$ cat config.mk
export PLATFORM = sky130hd
export DESIGN_NAME = countdown_timer
export DESIGN_NICKNAME = d
export VERILOG_FILES = /design/src/rtl/hack_pkg.sv /design/src/rtl/countdown_timer_dec.sv /design/src/rtl/countdown_timer.sv
export SDC_FILE = /design/constraint.sdc
export NUM_CORES = 1
export LEC_CHECK = 0
export ABC_AREA = 1
export CAP_MARGIN = 20
export CORE_MARGIN = 1
export CORE_UTILIZATION = 55
export DETAILED_ROUTE_END_ITERATION = 6
export PLACE_DENSITY = 0.81
export SYNTH_ARGS = -nofsm -noshare
export SYNTH_HDL_FRONTEND = slang
export SYNTH_SLANG_ARGS = --single-unit
export TNS_END_PERCENT = 100
$ cat constraint.sdc
create_clock -name clk -period 4.13 [get_ports clk]
set_input_delay 1.0325 -clock clk [delete_from_list [all_inputs] [get_ports clk]]
set_output_delay 1.0325 -clock clk [all_outputs]
set_load 0.02 [all_outputs]
$ cat src/rtl/hack_pkg.sv
// Shared definitions for the Hack memory-mapped peripherals.
package hack_pkg;

    localparam int unsigned WORD_W = 16;

    typedef enum logic [1:0] {
        T_IDLE,
        T_RUN,
        T_DONE
    } timer_state_t;

endpackage

$ cat src/rtl/countdown_timer_dec.sv
// Combinational decrementer, counterpart of the incrementer: out = in - 1 modulo 2^WIDTH.
module dec #(
    parameter int unsigned WIDTH = 16
) (
    input  logic [WIDTH-1:0] in,
    output logic [WIDTH-1:0] out
);

    localparam logic [WIDTH-1:0] ONE = 1;

    always_comb begin
        out = in - ONE;
    end

endmodule

$ cat src/rtl/countdown_timer.sv
// Loadable down-counter with prescaler, sticky expiry flag, expiry strobe and optional auto-reload.
module countdown_timer
    import hack_pkg::*;
#(
    parameter int unsigned WIDTH      = WORD_W,
    parameter int unsigned PRESCALE_W = 8
) (
    input  logic                  clk,
    input  logic                  rst_n,
    input  logic                  load,
    input  logic [WIDTH-1:0]      load_value,
    input  logic                  start,
    input  logic                  stop,
    input  logic                  auto_reload,
    input  logic [PRESCALE_W-1:0] prescale,
    input  logic                  expired_ack,
    output logic [WIDTH-1:0]      count,
    output logic                  running,
    output logic                  expired,
    output logic                  expire_pulse
);

    localparam logic [WIDTH-1:0]      CNT_ONE = 1;
    localparam logic [PRESCALE_W-1:0] PRE_ONE = 1;

    timer_state_t          state_q, state_d;
    logic [WIDTH-1:0]      count_q, count_d;
    logic [WIDTH-1:0]      reload_q, reload_d;
    logic [PRESCALE_W-1:0] presc_q, presc_d;
    logic                  expired_q, expired_d;
    logic                  pulse_q, pulse_d;
    logic [WIDTH-1:0]      count_dec;
    logic                  tick;

    dec #(.WIDTH(WIDTH)) u_dec (
        .in  (count_q),
        .out (count_dec)
    );

    always_ff @(posedge clk or negedge rst_n) begin
        if (!rst_n) begin
            state_q   <= T_IDLE;
            count_q   <= '0;
            reload_q  <= '0;
            presc_q   <= '0;
            expired_q <= 1'b0;
            pulse_q   <= 1'b0;
        end else begin
            state_q   <= state_d;
            count_q   <= count_d;
            reload_q  <= reload_d;
            presc_q   <= presc_d;
            expired_q <= expired_d;
            pulse_q   <= pulse_d;
        end
    end

    // >= rather than == so that lowering prescale below the running prescaler ticks at once
    assign tick = (state_q == T_RUN) && (presc_q >= prescale);

    always_comb begin
        state_d  = state_q;
        count_d  = count_q;
        reload_d = reload_q;
        presc_d  = '0;
        pulse_d  = 1'b0;

        if (stop) begin
            state_d = T_IDLE;
        end else if (load) begin
            count_d  = load_value;
            reload_d = load_value;
            // A zero load can never expire, so it must not be left counting.
            if (load_value == '0) begin
                state_d = (state_q == T_RUN) ? T_IDLE : state_q;
            end else if (state_q == T_RUN || start) begin
                state_d = T_RUN;
            end
        end else if (start && state_q != T_RUN) begin
            if (state_q == T_IDLE && count_q != '0) begin
                state_d = T_RUN;
            end else if (state_q == T_DONE && reload_q != '0) begin
                count_d = reload_q;
                state_d = T_RUN;
            end
        end else if (state_q == T_RUN) begin
            if (tick) begin
                if (count_q == CNT_ONE) begin
                    pulse_d = 1'b1;
                    if (auto_reload && reload_q != '0) begin
                        count_d = reload_q;
                    end else begin
                        count_d = '0;
                        state_d = T_DONE;
                    end
                end else begin
                    count_d = count_dec;
                end
            end else begin
                presc_d = presc_q + PRE_ONE;
            end
        end

        expired_d = pulse_d | (expired_q & ~expired_ack);
    end

    always_comb begin
        count        = count_q;
        running      = (state_q == T_RUN);
        expired      = expired_q;
        expire_pulse = pulse_q;
    end

endmodule
# After elaboration in Yosys (flattened, before gate mapping)
# Cells that the tools add are included.
totals:
  ff_bits: 44
  input_bits: 31
  output_inout_bits: 19
  wordCells: 72
op_classes:
  n_addsub: 2
  magnitude_cmp: 1
  eq_ne: 10
  n_mux: 31
  n_bitwise: 4
  reduce_logical: 18
ops:
  columns: ["op", "n"]
  rows:
  - ["2-to-1 mux 16 bit", 8]
  - ["2-to-1 mux 8 bit", 5]
  - ["nonzero test 16 bit", 2]
  - ["2-to-1 mux 2 bit", 12]
  - ["== test 16 x 1 -> 1 bit (second input constant)", 1]
  - ["zero test 16 bit", 1]
  - ["subtractor 16 x 1 -> 16 bit (second input constant)", 1]
  - ["nonzero test 4 bit", 3]
  - ["adder 8 x 1 -> 8 bit (second input constant)", 1]
  - [">= comparator 8 bit", 1]
  - ["!= test 4 bit (second input constant)", 2]
  - ["AND reduction 7 bit", 1]
  - ["2-to-1 mux 1 bit", 6]
  - ["nonzero test 3 bit", 2]
  - ["logical AND 1 bit", 5]
  - ["!= test 5 x 3 -> 1 bit (second input constant)", 1]
  - ["AND reduction 5 bit", 1]
  - ["!= test 4 x 1 -> 1 bit (second input constant)", 1]
  - ["!= test 3 x 2 -> 1 bit (second input constant)", 1]
  - ["!= test 3 bit (second input constant)", 1]
  - ["== test 2 x 1 -> 1 bit (second input constant)", 1]
  - ["== test 2 bit (second input constant)", 1]
  - ["zero test 2 bit", 1]
  - ["!= test 2 x 1 -> 1 bit (second input constant)", 1]
  - ["other kinds (5)", 6]

# Longest topological paths before layout
logic_depth:
  depth_word: 9
  ltp_mapped: 16
  mapped_depth_nobuf: 15

# Modules after synthesis
# A second synthesis with hierarchy kept.
hier_totals:
  cells_unflattened: 476
  area_unflattened_um2: 3352.0
modules_own_cells:
  columns: ["mod", "n_inst", "cells_each", "area_per_inst_um2", "seq_area_each_um2"]
  rows:
  - ["countdown_timer", 1, 395, 2924.1, 1101.1]
  - ["dec", 1, 81, 427.9, 0.0]

# Worst setup path after synthesis
# Ideal clock, no wire load.
synth_timing:
  path_type: "input -> register"
  from: "input port prescale[7]"
  to: "register count_q[8], in the netlist count[8]"
  setup_ns: 0.117
  arrival_time_ns: 2.297
  t_required_ns: 4.013
  path_slack_ns: 1.717
  path_stages: 12
  n_path_buf: 1
  cell_sequence: "inv_1 > ha_1 > a21o_1 > nor2_1 > nand3_1 > nand2_1 > nand2_1 > nand2_2 > inv_2 > buf_4 > nand2_1 > nand2_1"
synth_between:
  elab_chain_cells: 4
synth_lines:
  columns: ["element", "line_no", "source"]
  rows:
  - ["start, declared", "countdown_timer.sv:15", "input logic [PRESCALE_W-1:0] prescale,"]
  - [">= comparator 8 bit", "countdown_timer.sv:59", "assign tick = (state_q == T_RUN) && (presc_q >= prescale);"]
  - ["logical AND 1 bit", "countdown_timer.sv:59", null]
  - ["nonzero test 3 bit (no line)", null, null]
  - ["AND reduction 5 bit (no line)", null, null]
  - ["end signal, assigned", "countdown_timer.sv:50", "count_q <= count_d;"]
  - ["end, declared", "countdown_timer.sv:27", "logic [WIDTH-1:0] count_q, count_d;"]
# Every way passes these cells.
# A chain may end at the register's enable or synchronous reset.

# Worst setup path in the final report
layout_timing:
  from: "input port prescale[6]"
  to: "register count_q[0], in the netlist count[0]"
# The elaborated chain is that of the path after synthesis.

==> flow_metrics.tcl <==
set metrics [dict create \
    hold_viol_final 0 \
    tightest_slew_ns 0.389 \
    min_path_type "flop to flop" \
    yosys_warnings 0 \
    grt_max_degree 45 \
    area_growth_pct 19.3 \
    grt_pass1_vias 3012 \
    finalCriticalPeriod_ns 3.12 \
    avgViaCountPerCell 5.38 \
    whs_path_depth 1 \
    final_max_slew_viol_count 0 \
    drive_gt1_share_pct 7.58 \
    fin_nets 571 \
    antenna_found_initial 0 \
    grt_pass1_wl_microns 13700 \
    syn_area_sq_mm 0.00322 \
    netlist_instances 482 \
    powerDensity_mw_per_mm2 417 \
    synth_nets 525 \
    gr-total-overflow 0 \
    cts_tree "done" \
    synth_cell_types 35 \
    clock_latency_ns 0.31 \
    dr.pass1.iters 4 \
    power_leakage_nw 1.98 \
    ios 50 \
    seq_area_sq_mm 0.00110 \
    htree_levels 2 \
    rsz0062_at_grt "false" \
    grt.total_usage_pct 28.5 \
    clk_pin_slew_worst_paths_ns 0.09 \
    max_slew_margin_pct 74.0 \
    yosysSeqAreaShare_pct 34.2 \
    die_w_microns 78.5 \
    clockBufferDepth 2 \
    path_class "input port to flop" \
    place_hpwl_microns 6260 \
    initial_utilization_pct 57.8 \
    gp_congestion 0.952 \
    wl_per_cell_microns 13.8 \
    post_cts_buffers 0 \
    final_area_sq_mm 0.00384 \
    dpl_cell_area_sq_mm 0.00372 \
    via_count 3226 \
    ys_ff_latch 44 \
    drcViolationCount 0 \
    dieArea_sq_mm 0.00616 \
    status "finished clean" \
    finalSetupViolations 0 \
    io_buffers 49 \
    drtIter0Drc 243 \
    numCtsBuffers 5 \
    final.setup.tns_ns 0 \
    path_max_fanout 20 \
    die_h_microns 78.5 \
    cts-hold-fix-buffers 0 \
    n_antenna_cell 0 \
    cts_resized 0 \
    start_kind "input port" \
    cap_violations 0 \
    endpoint_kind "flop" \
    peakVddDrop_uv 335 \
    routed_wl_microns 8290 \
    synth_area_per_cell_sq_um 6.68 \
    ant_nets 0 \
    root_buffer "clkbuf_8" \
    worst_ep_required_time_ns 4.37 \
    rr_worst_depth 11 \
    worstPathArrival_ns 3.36 \
    core_area_sq_mm 0.00557 \
    fin_crit_sh_pct 75.6 \
    fp-row-count 27 \
    timing.fmax_mhz 320 \
    clock_sinks 44 \
    multiInputGateArea_sq_mm 0.00176 \
    skew_ns 0.0117 \
    num-fill-cells 493 \
]
-- kinds of logic after synthesis --
group / synth area share [%]
buffers and inverters: 11.1
adders and majority gates: 4.66
and+or+nand+nor: 38.2
xor gates and xnor gates: 2.45
DFF: 34.2
AOI/OAI and AO/OA: 9.41
-- sequential cells by signal (all words and copies together) (netlist names) --
signal and cells:
count 16, reload_q 16, presc_q 8, state_q 2
expire_pulse 1, expired 1
-- Yosys cell counts, drive strengths merged --
master  number  area [sq um]
nor3b        2          15.0
a31oi        1          6.26
nor2        63           290
nand3       36           185
a21o         1          7.51
ha          12           150
nor3         2          10.0
a21oi        7          46.3
nand3b       2          15.0
o22ai        6          37.5
buf         10          71.3
a21boi       3          22.5
nand4        5          31.3
xor2         5          43.8
inv         73           279
a22oi        1          12.5
xnor2        4          35.0
dfrtp       44          1100
clkbuf       2          7.51
nand2      174           676
nor4         1          6.26
o21ai       28           170
-- per-stage QoR --
stage | cells | worst slack [ns] | total power, mW | hold WS [ns] | utilization (%)
6_report | 600 | 1.01 | 1.60 | 0.499 | 68.9
5_1_grt | 600 | 0.782 | 1.71 | 0.538 | 68.9
3_5_place_dp | 592 | 0.723 | 1.30 | 0.487 | 66.8
2_1_floorplan | 482 | 1.72 | 1.05 | 0.454 | -
3_3_place_gp | 592 | 0.781 | 1.28 | 0.479 | 66.8
4_1_cts | 599 | 1.03 | 1.60 | 0.496 | 68.5
-- worst max-delay path: stages --
cell and delay (ns):
clkdlybuf4s50_1 0.45, inv_1 0.05, ha_1 0.28, nand2_1 0.07
nor2_1 0.16, nand4_1 0.15, nand3_1 0.23, nand2_1 0.10
nand2_1 0.08, nand2_2 0.18, inv_2 0.37, nand2_1 0.13
o21ai_2 0.08
-- report_power, final --
part           internal [mW]  switching, mW  total, mW
combinational          0.281          0.410      0.692
sequential             0.502          0.109      0.611
clock                  0.149          0.151      0.300
total                  0.933          0.670       1.60
-- metal layers --
layer / vias to the layer above / GRT usage (%) / part of all wire, %
met5: - / 0 / 0
met4: 0 / 11.7 / 2.0
met3: 14 / 4.42 / 4.8
met2: 108 / 47.3 / 49
met1: 1522 / 36.9 / 44
li1: 1582 / - / -
-- cell type report --
type | instances | share of cell area, %
timing repair buffer | 51 | 13.4
clock buffer | 7 | 2.51
sequential | 44 | 28.7
tap | 72 | 2.35
inverter | 73 | 7.27
multi-input combinational | 353 | 45.8
-- cell usage in the layout (no fill, tap or decap), types with 3 or more instances in the layout --
master,n
nand4_1,5
o21ai_2,5
nand2_2,6
xor2_1,5
clkbuf_8,7
a21boi_1,3
nor2_1,55
clkdlybuf4s50_1,48
o22ai_1,6
o21ai_0,22
a21oi_1,6
xnor2_1,4
nand3_1,35
inv_2,4
ha_1,12
dfrtp_1,44
nor2_4,4
inv_1,67
nor2_2,3
nand2_1,167
-- worst paths after layout --
kind / start / endpoint / slack [ns]
setup / recovery: prescale[6] / count[0] / 1.01
setup reg to reg: presc_q[5] / count[0] / 1.81
min in group asynchronous: rst_n / reload_q[0] / 0.54
hold / removal: presc_q[0] / presc_q[0] / 0.50
hold reg to reg: presc_q[0] / presc_q[0] / 0.50
max in group asynchronous: rst_n / count[8] / 3.13
No activity file was read; power rests on OpenSTA's default activity.
